--- src/rtl/dual_port_memory.sv ---
// Dual-port (1W/1R) memory with power-up clear sweep and write-first read.
// Ports: Clock, Reset, Ready, WrEn/WrAddr/WrData/WrMask, RdEn/RdAddr, RdData/RdValid.
module dual_port_memory #(
  parameter int          N        = 8,
  parameter int          M        = 2,
  parameter logic [N-1:0] INIT_VAL = '0
) (
  input  logic         Clock,
  input  logic         Reset,
  output logic         Ready,
  input  logic         WrEn,
  input  logic [M-1:0] WrAddr,
  input  logic [N-1:0] WrData,
  input  logic [N-1:0] WrMask,
  input  logic         RdEn,
  input  logic [M-1:0] RdAddr,
  output logic [N-1:0] RdData,
  output logic         RdValid
);

  localparam int DEPTH = 1 << M;
  localparam logic [M:0] LAST = {1'b0, {M{1'b1}}};

  typedef enum logic {
    S_CLEAR = 1'b0,
    S_RUN   = 1'b1
  } state_e;

  state_e         state_q, state_d;
  logic [M:0]     cnt_q, cnt_d;
  logic           sweep_we;
  logic           run;

  logic [N-1:0]   mem_q [DEPTH];
  logic [N-1:0]   wr_old;
  logic [N-1:0]   wr_merged;
  logic           wr_fire;
  logic           rd_fire;
  logic           rd_fwd;
  logic [N-1:0]   rd_next;

  logic [N-1:0]   rd_data_q;
  logic           rd_valid_q;

  // State register
  always_ff @(posedge Clock) begin
    if (Reset) begin
      state_q <= S_CLEAR;
      cnt_q   <= '0;
    end else begin
      state_q <= state_d;
      cnt_q   <= cnt_d;
    end
  end

  // Next-state logic; the counter parks at DEPTH once the sweep is done
  always_comb begin
    state_d = state_q;
    cnt_d   = cnt_q;
    unique case (state_q)
      S_CLEAR: begin
        cnt_d = cnt_q + 1'b1;
        if (cnt_q == LAST) state_d = S_RUN;
      end
      S_RUN: begin
        cnt_d = cnt_q;
      end
      default: state_d = S_CLEAR;
    endcase
  end

  // Output logic
  always_comb begin
    sweep_we = 1'b0;
    run      = 1'b0;
    unique case (state_q)
      S_CLEAR: sweep_we = 1'b1;
      S_RUN:   run      = 1'b1;
      default: run      = 1'b0;
    endcase
  end

  assign Ready = run;

  assign wr_fire   = run & WrEn;
  assign rd_fire   = run & RdEn;
  assign wr_old    = mem_q[WrAddr];
  assign wr_merged = (wr_old & ~WrMask) | (WrData & WrMask);

  // Same-address read sees the merged write value
  assign rd_fwd  = wr_fire && (WrAddr == RdAddr);
  assign rd_next = rd_fwd ? wr_merged : mem_q[RdAddr];

  // Storage array: no reset, contents defined by the sweep
  always_ff @(posedge Clock) begin
    if (!Reset) begin
      if (sweep_we) begin
        mem_q[cnt_q[M-1:0]] <= INIT_VAL;
      end else if (wr_fire) begin
        mem_q[WrAddr] <= wr_merged;
      end
    end
  end

  // Registered read port
  always_ff @(posedge Clock) begin
    if (Reset) begin
      rd_data_q  <= '0;
      rd_valid_q <= 1'b0;
    end else begin
      rd_valid_q <= rd_fire;
      if (rd_fire) rd_data_q <= rd_next;
    end
  end

  assign RdData  = rd_data_q;
  assign RdValid = rd_valid_q;

endmodule

--- config.mk ---
export PLATFORM = sky130hd
export DESIGN_NAME = dual_port_memory
export DESIGN_NICKNAME = d
export VERILOG_FILES = /design/src/rtl/dual_port_memory.sv
export SDC_FILE = /design/constraint.sdc
export NUM_CORES = 1
export LEC_CHECK = 0
export CORE_ASPECT_RATIO = 0.75
export CORE_MARGIN = 1.5
export CORE_UTILIZATION = 53
export CTS_CLUSTER_DIAMETER = 150
export DETAILED_ROUTE_END_ITERATION = 10
export PLACE_DENSITY_LB_ADDON = 0.08
export SLEW_MARGIN = 25
export SYNTH_ARGS = -nofsm -noshare
export SYNTH_HDL_FRONTEND = slang
export SYNTH_SLANG_ARGS = --single-unit
--- constraint.sdc ---
create_clock -name Clock -period 2.5 [get_ports Clock]
set_input_delay 0.5 -clock Clock [delete_from_list [all_inputs] [get_ports Clock]]
set_output_delay 0.5 -clock Clock [all_outputs]
set_load 0.02 [all_outputs]
==> flow_summary_export.csv <==
group,metric,value,unit
status,status,"finished clean",
pwr,p_int,1.213,mW
final_layout,syn2layout_area_growth,24.94,%
clock_tree,worstSkewPairLatency,0.29,ns
yosys,synthDominantCellAreaShare,43.84,%
routing,drt_iter0_drc,57,
floorplanning,die_w,77.26,um
global_route,antenna_found_initial,0,
floorplanning,die_area,4535,um2
yosys,async_reset_ff_share,0,%
pwr,power.leakage,0.9796,nW
timing,rsz0062_at_grt,"no",
pwr,netSwitchingPower,0.4038,mW
yosys,yosysTopAreaCell,"edfxtp_1",
final_layout,stdcell_area,2739,um2
clock_tree,cts_setup_buffers,0,
critical_path,slowest_delay,0.57,ns
routing,drt-pass1-iter-count,4,
critical_path,cp_data_required_time,2.65,ns
clock_tree,tritoncts,"built",
final_layout,fillers,298,
global_route,grt_remaining_overflow,0,
yosys,synthFlopType,"edfxtp_1",
pwr,irDropWorstVdd,446.7,uV
pwr,p_seq_share,54.4,%
clock_tree,htreeDepth,2,
timing,period_minus_slack,2.174,ns
clock_tree,cts.clk_slew.worst_paths,0.08,ns
pwr,design_power_total,1.617,mW
critical_path,worst_setup_path_end_kind,"flip-flop",
timing,hold_violations,0,
yosys,synth.most_common_cell,"edfxtp_1",
critical_path,critPathArrivalTime,2.33,ns
critical_path,critPathKind,"in -> reg",
global_route,track_usage,21.49,%
final_layout,drive_gt1_share,17.28,%
yosys,synth_fp_nets,174,
hold_path,holdCritPathClass,"reg -> reg",
pwr,p_clk_share,26.6,%
final_layout,final_util,68.41,%
timing,finalClockSkew,0.005991,ns
final_layout,nets,216,
timing,worst_slew_pin_slew,0.5904,ns
yosys,synth_top_cells_by_count,"32 x edfxtp_1, 20 x nor2_1, 18 x mux2i_1",
clock_tree,cts_hold_buf,0,
yosys,synth-edff-count,32,
yosys,yosysSeqAreaShare,55.71,%
critical_path,cp_common_cell,"mux2i_1",
yosys,syn-cell-area,2192,um2
final_layout,antenna_cells,0,
routing,antenna_left,0,
critical_path,slowest_stage,"mux4_1",
routing,via_per_inst,5.732,
floorplanning,core-area,4004,um2
final_layout,stdcell_count,246,
global_route,grt_pass1_vias,1454,
routing,dr_total_vias,1410,
clock_tree,clock_sinks,45,
yosys,yosys_warnings,0,
timing,maxSlewHeadroom,60.64,%
place,numPortBuffers,33,
flow_run,drv_cap,0,
clock_tree,ctsResizeCount,0,
pwr,comb_power_share,18.9,%
critical_path,start_kind,"input port",
global_route,grt_max_degree,18,
floorplanning,rows,20,
pwr,p_per_area,590.3,nW/um2
timing,finalSetupViolations,0,
floorplanning,initial_core_util,54.75,%
yosys,synth_cell_types,30,
place,dp.cells,238,
place,dpl-instance-area,2653,um2
clock_tree,cts_inserted_buffers,5,
place,gp_congestion,0.8522,
critical_path,cp_max_fo,11,
routing,wl_per_cell,18.42,um
floorplanning,io_pins,34,
routing,totalWireLength,4531,um
global_route,grt_pass1_wl,7120,um
pwr,power_switching_share,24.97,%
clock_tree,clock_path_buffers,2,
yosys,synthTopCellsByArea,"edfxtp_1 44%, dfxtp_1 12%, mux4_2 9.2%",
yosys,avgSynthCellArea,14.81,um2
floorplanning,dieHeight,58.70,um
yosys,synthCells,148,
clock_tree,cts_root_buffer,"clkbuf_8",
timing,slew_violations,0,
yosys,ys_seq_elements,45,
place,hpwlAfterDp,3296,um
critical_path,path_cells,"clkdlybuf4s50_1, buf_12, mux4_1, mux2i_1, nor2_1, mux2i_1, a211oi_1",
timing,timing.fmax,460.0,MHz
timing,finalCritPeriodShare,86.95,%
routing,drc,0,
[through the flow]
step	TNS, ns	hold WS [ns]	worst slack, ns
global route	0	0.5273	0.2678
CTS	0	0.5089	0.3179
floorplan	0	0.4544	0.4580
detailed placement	-0.006239	0.4957	-0.006239
finish	0	0.5085	0.3263
global placement	0	0.4622	0.1272
[cells in the final DEF (no fill, tap or decap), drive strengths merged]
cell type,n
mux2i,18
ha,2
dfxtp,13
inv,2
xor2,2
nand2b,1
and3,1
and4bb,1
nor2,21
a211oi,8
clkinv,2
clkbuf,5
o22ai,1
edfxtp,32
and2,3
o21ai,1
clkdlybuf4s50,33
nor2b,3
a21oi,4
mux4,16
clkinvlp,1
nand2,2
buf,13
a21boi,1
or2,2
nor3,1
nand3b,1
nand3,1
[power groups by stage]
stage          registers, mW  clock network [mW]  logic [mW]
6_report               0.880               0.431       0.306
5_1_grt                0.886               0.472       0.327
4_1_cts                0.879               0.442       0.309
3_3_place_gp           0.891                   0       0.298
2_1_floorplan          0.894                   0       0.175
3_5_place_dp           0.896                   0       0.307
[flip-flops by register name, summed over array words and instances (netlist names)]
name,cells
mem_q,32
RdData,8
state_q,1
RdValid,1
cnt_q,3
[worst max-delay path: cells and delay by family]
kind / cells / cell delay [ns]
and+or+nand+nor: 1 / 0.12
muxes: 3 / 0.95
buffers and inverters: 2 / 0.67
AOI/OAI and AO/OA: 1 / 0.09
[cell type report]
type	count	area [um2]	share of cell area, %
multi-input combinational	90	889.6	32.48
timing repair buffer	46	465.4	16.99
clock inverter	3	17.52	0.6396
clock buffer	5	68.82	2.513
inverter	2	7.507	0.2741
tap	55	68.82	2.513
sequential	45	1221	44.59
[routing by layer]
layer  GRT usage (%)  vias to the layer above  share of wire (%)
met5               0                        -                  0
met4           5.455                        0               0.51
li1                -                      656                  -
met3           5.116                        4                5.4
met1           28.45                      703                 44
met2           36.59                       47                 50
[path summary, 6_finish.rpt]
kind	startpoint	slack [ns]	end	cells past startpoint
worst min-delay path	RdData[3]	0.51	RdData[3]	2
worst min register to register	RdData[3]	0.51	RdData[3]	2
worst max register to register	state_q	0.54	RdData[7]	6
worst max-delay path	WrAddr[0]	0.33	RdData[3]	7
[cells by family (layout without fill, tap and decap cells)]
group	count (synthesis)	after routing	synth area share (%)
xor gates and xnor gates	2	2	0.7992
AOI/OAI and AO/OA	15	15	4.509
adders and majority gates	2	2	1.141
buffers and inverters	13	56	3.710
DFF	45	45	55.71
and+or+nand+nor	37	37	8.277
muxes	34	34	25.86
(Power assumes the default switching activity.)
==> RTL change (same flow settings) <==
Change the parameter `N` from 8 to 9.
--- a/src/rtl/dual_port_memory.sv
+++ b/src/rtl/dual_port_memory.sv
@@ -1,7 +1,7 @@
 // Dual-port (1W/1R) memory with power-up clear sweep and write-first read.
 // Ports: Clock, Reset, Ready, WrEn/WrAddr/WrData/WrMask, RdEn/RdAddr, RdData/RdValid.
 module dual_port_memory #(
-  parameter int          N        = 8,
+  parameter int          N        = 9,
   parameter int          M        = 2,
   parameter logic [N-1:0] INIT_VAL = '0
 ) (
Ports: changed (resized RdData, WrData and WrMask); port bits go from 34 to 37. The function was not compared with the original's and may differ.
==> RTL change against the unedited design <==
  * Global-route usage increased by 1.6 points
  * Critical path depth grew 1
  * Sequential power rose by 11%
  * Maximum frequency increased by 4.4%
  * Area after synthesis up 9.7%
  * Setup slack better by 0.092 ns
  * Power increased by 9.8%
  * Critical path type unchanged
  * Routed wire length up 12%
  * Via count increased by 11%
  * Sequential cell count grew 5
  * Design area grew 8.2%
==> RTL change: results <==
[min_path]
hold_class = "flop to flop"
hold_end = "RdData[5]$_SDFFE_PP0P_"
min_from = "RdData[5]$_SDFFE_PP0P_"

[place]
routabilityCongestion = 0.783
port_buffers = 36
dp.final_hpwl_mm = 3.35

[clocking]
postCtsSetupBuffers = 0
cts_resized = 0
path_clk_slew_ns = 0.10
insertion_delay_ns = 0.31
cts_buffers = 5
htree_levels = 2
root_buffer = "clkbuf_8"

[worst_setup_path]
r2r_slack_ns = 0.53
reg2reg_from = "state_q$_SDFF_PP0_"
end_kind = "flop"
r2r-end = "RdData[2]$_SDFFE_PP0P_"
cp_slowest_cell = "clkdlybuf4s50_1"
slowest_delay_ns = 0.51
crit_start = "WrAddr[0]"
crit_family = "buffers and inverters"

[timing]
tightest_slew_ns = 0.406
whs_ns = 0.503
worst_clock_skew_ns = 0.00627

[layout]
drive_gt1_share_pct = 14.7
diodes = 0
nNetsFinal = 231
largest_reg_flops = 36

[detailed_routing]
drt_iter0_markers = 110
viasPerCell = 6.06
detail_route.wirelength_mm = 5.09

[logic_synthesis]
synth-seq-area-share_pct = 56.6
yosys-top-cells-area = "edfxtp_1, dfxtp_1, mux4_1, mux4_2, mux2i_1"
ys_top_cells_by_count = "edfxtp_1, nor2_1, mux2i_1"
synth_edf_count = 36
yosysWarnings = 0
syn-num-nets = 186
synth_cell_type_count = 25

[pwr]
vdd.ir_drop.worst_mv = 0.446
p_int_mw = 1.32
p_leak_nw = 1.06

[global_route]
grtUsageMet3_pct = 5.19
met2_usage_pct = 37.6
grt_pass1_wl_mm = 7.94
grt_pass1_vias = 1575
grt_start_max_net_pins = 20
met1_usage_pct = 32.6
track_usage_pct = 23.1

[run_status]
outcome = "complete, no violations"
## RTL change: kinds of logic after synthesis
logic type,after synthesis,share of synthesized area (%)
compound gates,16,4.53
simple gates,38,7.49
flops,50,56.6
fa+ha+maj,2,1.04
buf+inv,12,3.02
mux,38,26.6
xor+xnor,2,0.729
## RTL change: worst register-to-register path: cells and delay by family (launching register included)
kind                   cells  cell delay, ns
and+or+nand+nor            3            0.69
muxes                      1            0.14
DFF                        1            0.58
buffers and inverters      1            0.20
AOI/OAI and AO/OA          1            0.28
## RTL change: layer usage
metal,share of wire [%],vias to the layer above
li1,-,709
met1,47,797
met2,47,61
met3,6.5,3
met4,0.28,0
met5,0,-
## RTL change: cell type report
| class | count | area [sq um] |
|---|---|---|
| Clock inverter | 3 | 20.0 |
| Fill cell | 295 | 1240 |
| Inverter | 1 | 3.75 |
| Tap cell | 55 | 68.8 |
| Sequential cell | 50 | 1360 |
| Multi-Input combinational cell | 96 | 971 |
| Timing Repair Buffer | 49 | 470 |
| Clock buffer | 5 | 68.8 |
## RTL change: power groups by stage
stage / Clock (mW) / Combinational [mW] / Sequential (mW)
2_1_floorplan: 0 / 0.188 / 0.993
3_3_place_gp: 0 / 0.308 / 0.990
3_5_place_dp: 0 / 0.315 / 0.995
4_1_cts: 0.486 / 0.317 / 0.976
5_1_grt: 0.519 / 0.341 / 0.983
6_report: 0.482 / 0.317 / 0.977
## RTL change: metrics by stage
step	cell area, sq um	std cells	total power, mW	utilization, %	worst slack (ns)
3_5_place_dp	2880	251	1.31	68.4	0.135
2_1_floorplan	2400	158	1.18	-	0.368
5_1_grt	2960	259	1.84	70.5	0.326
3_3_place_gp	2880	251	1.30	68.4	0.187
4_1_cts	2960	259	1.78	70.5	0.438
6_report	2960	259	1.78	70.5	0.419
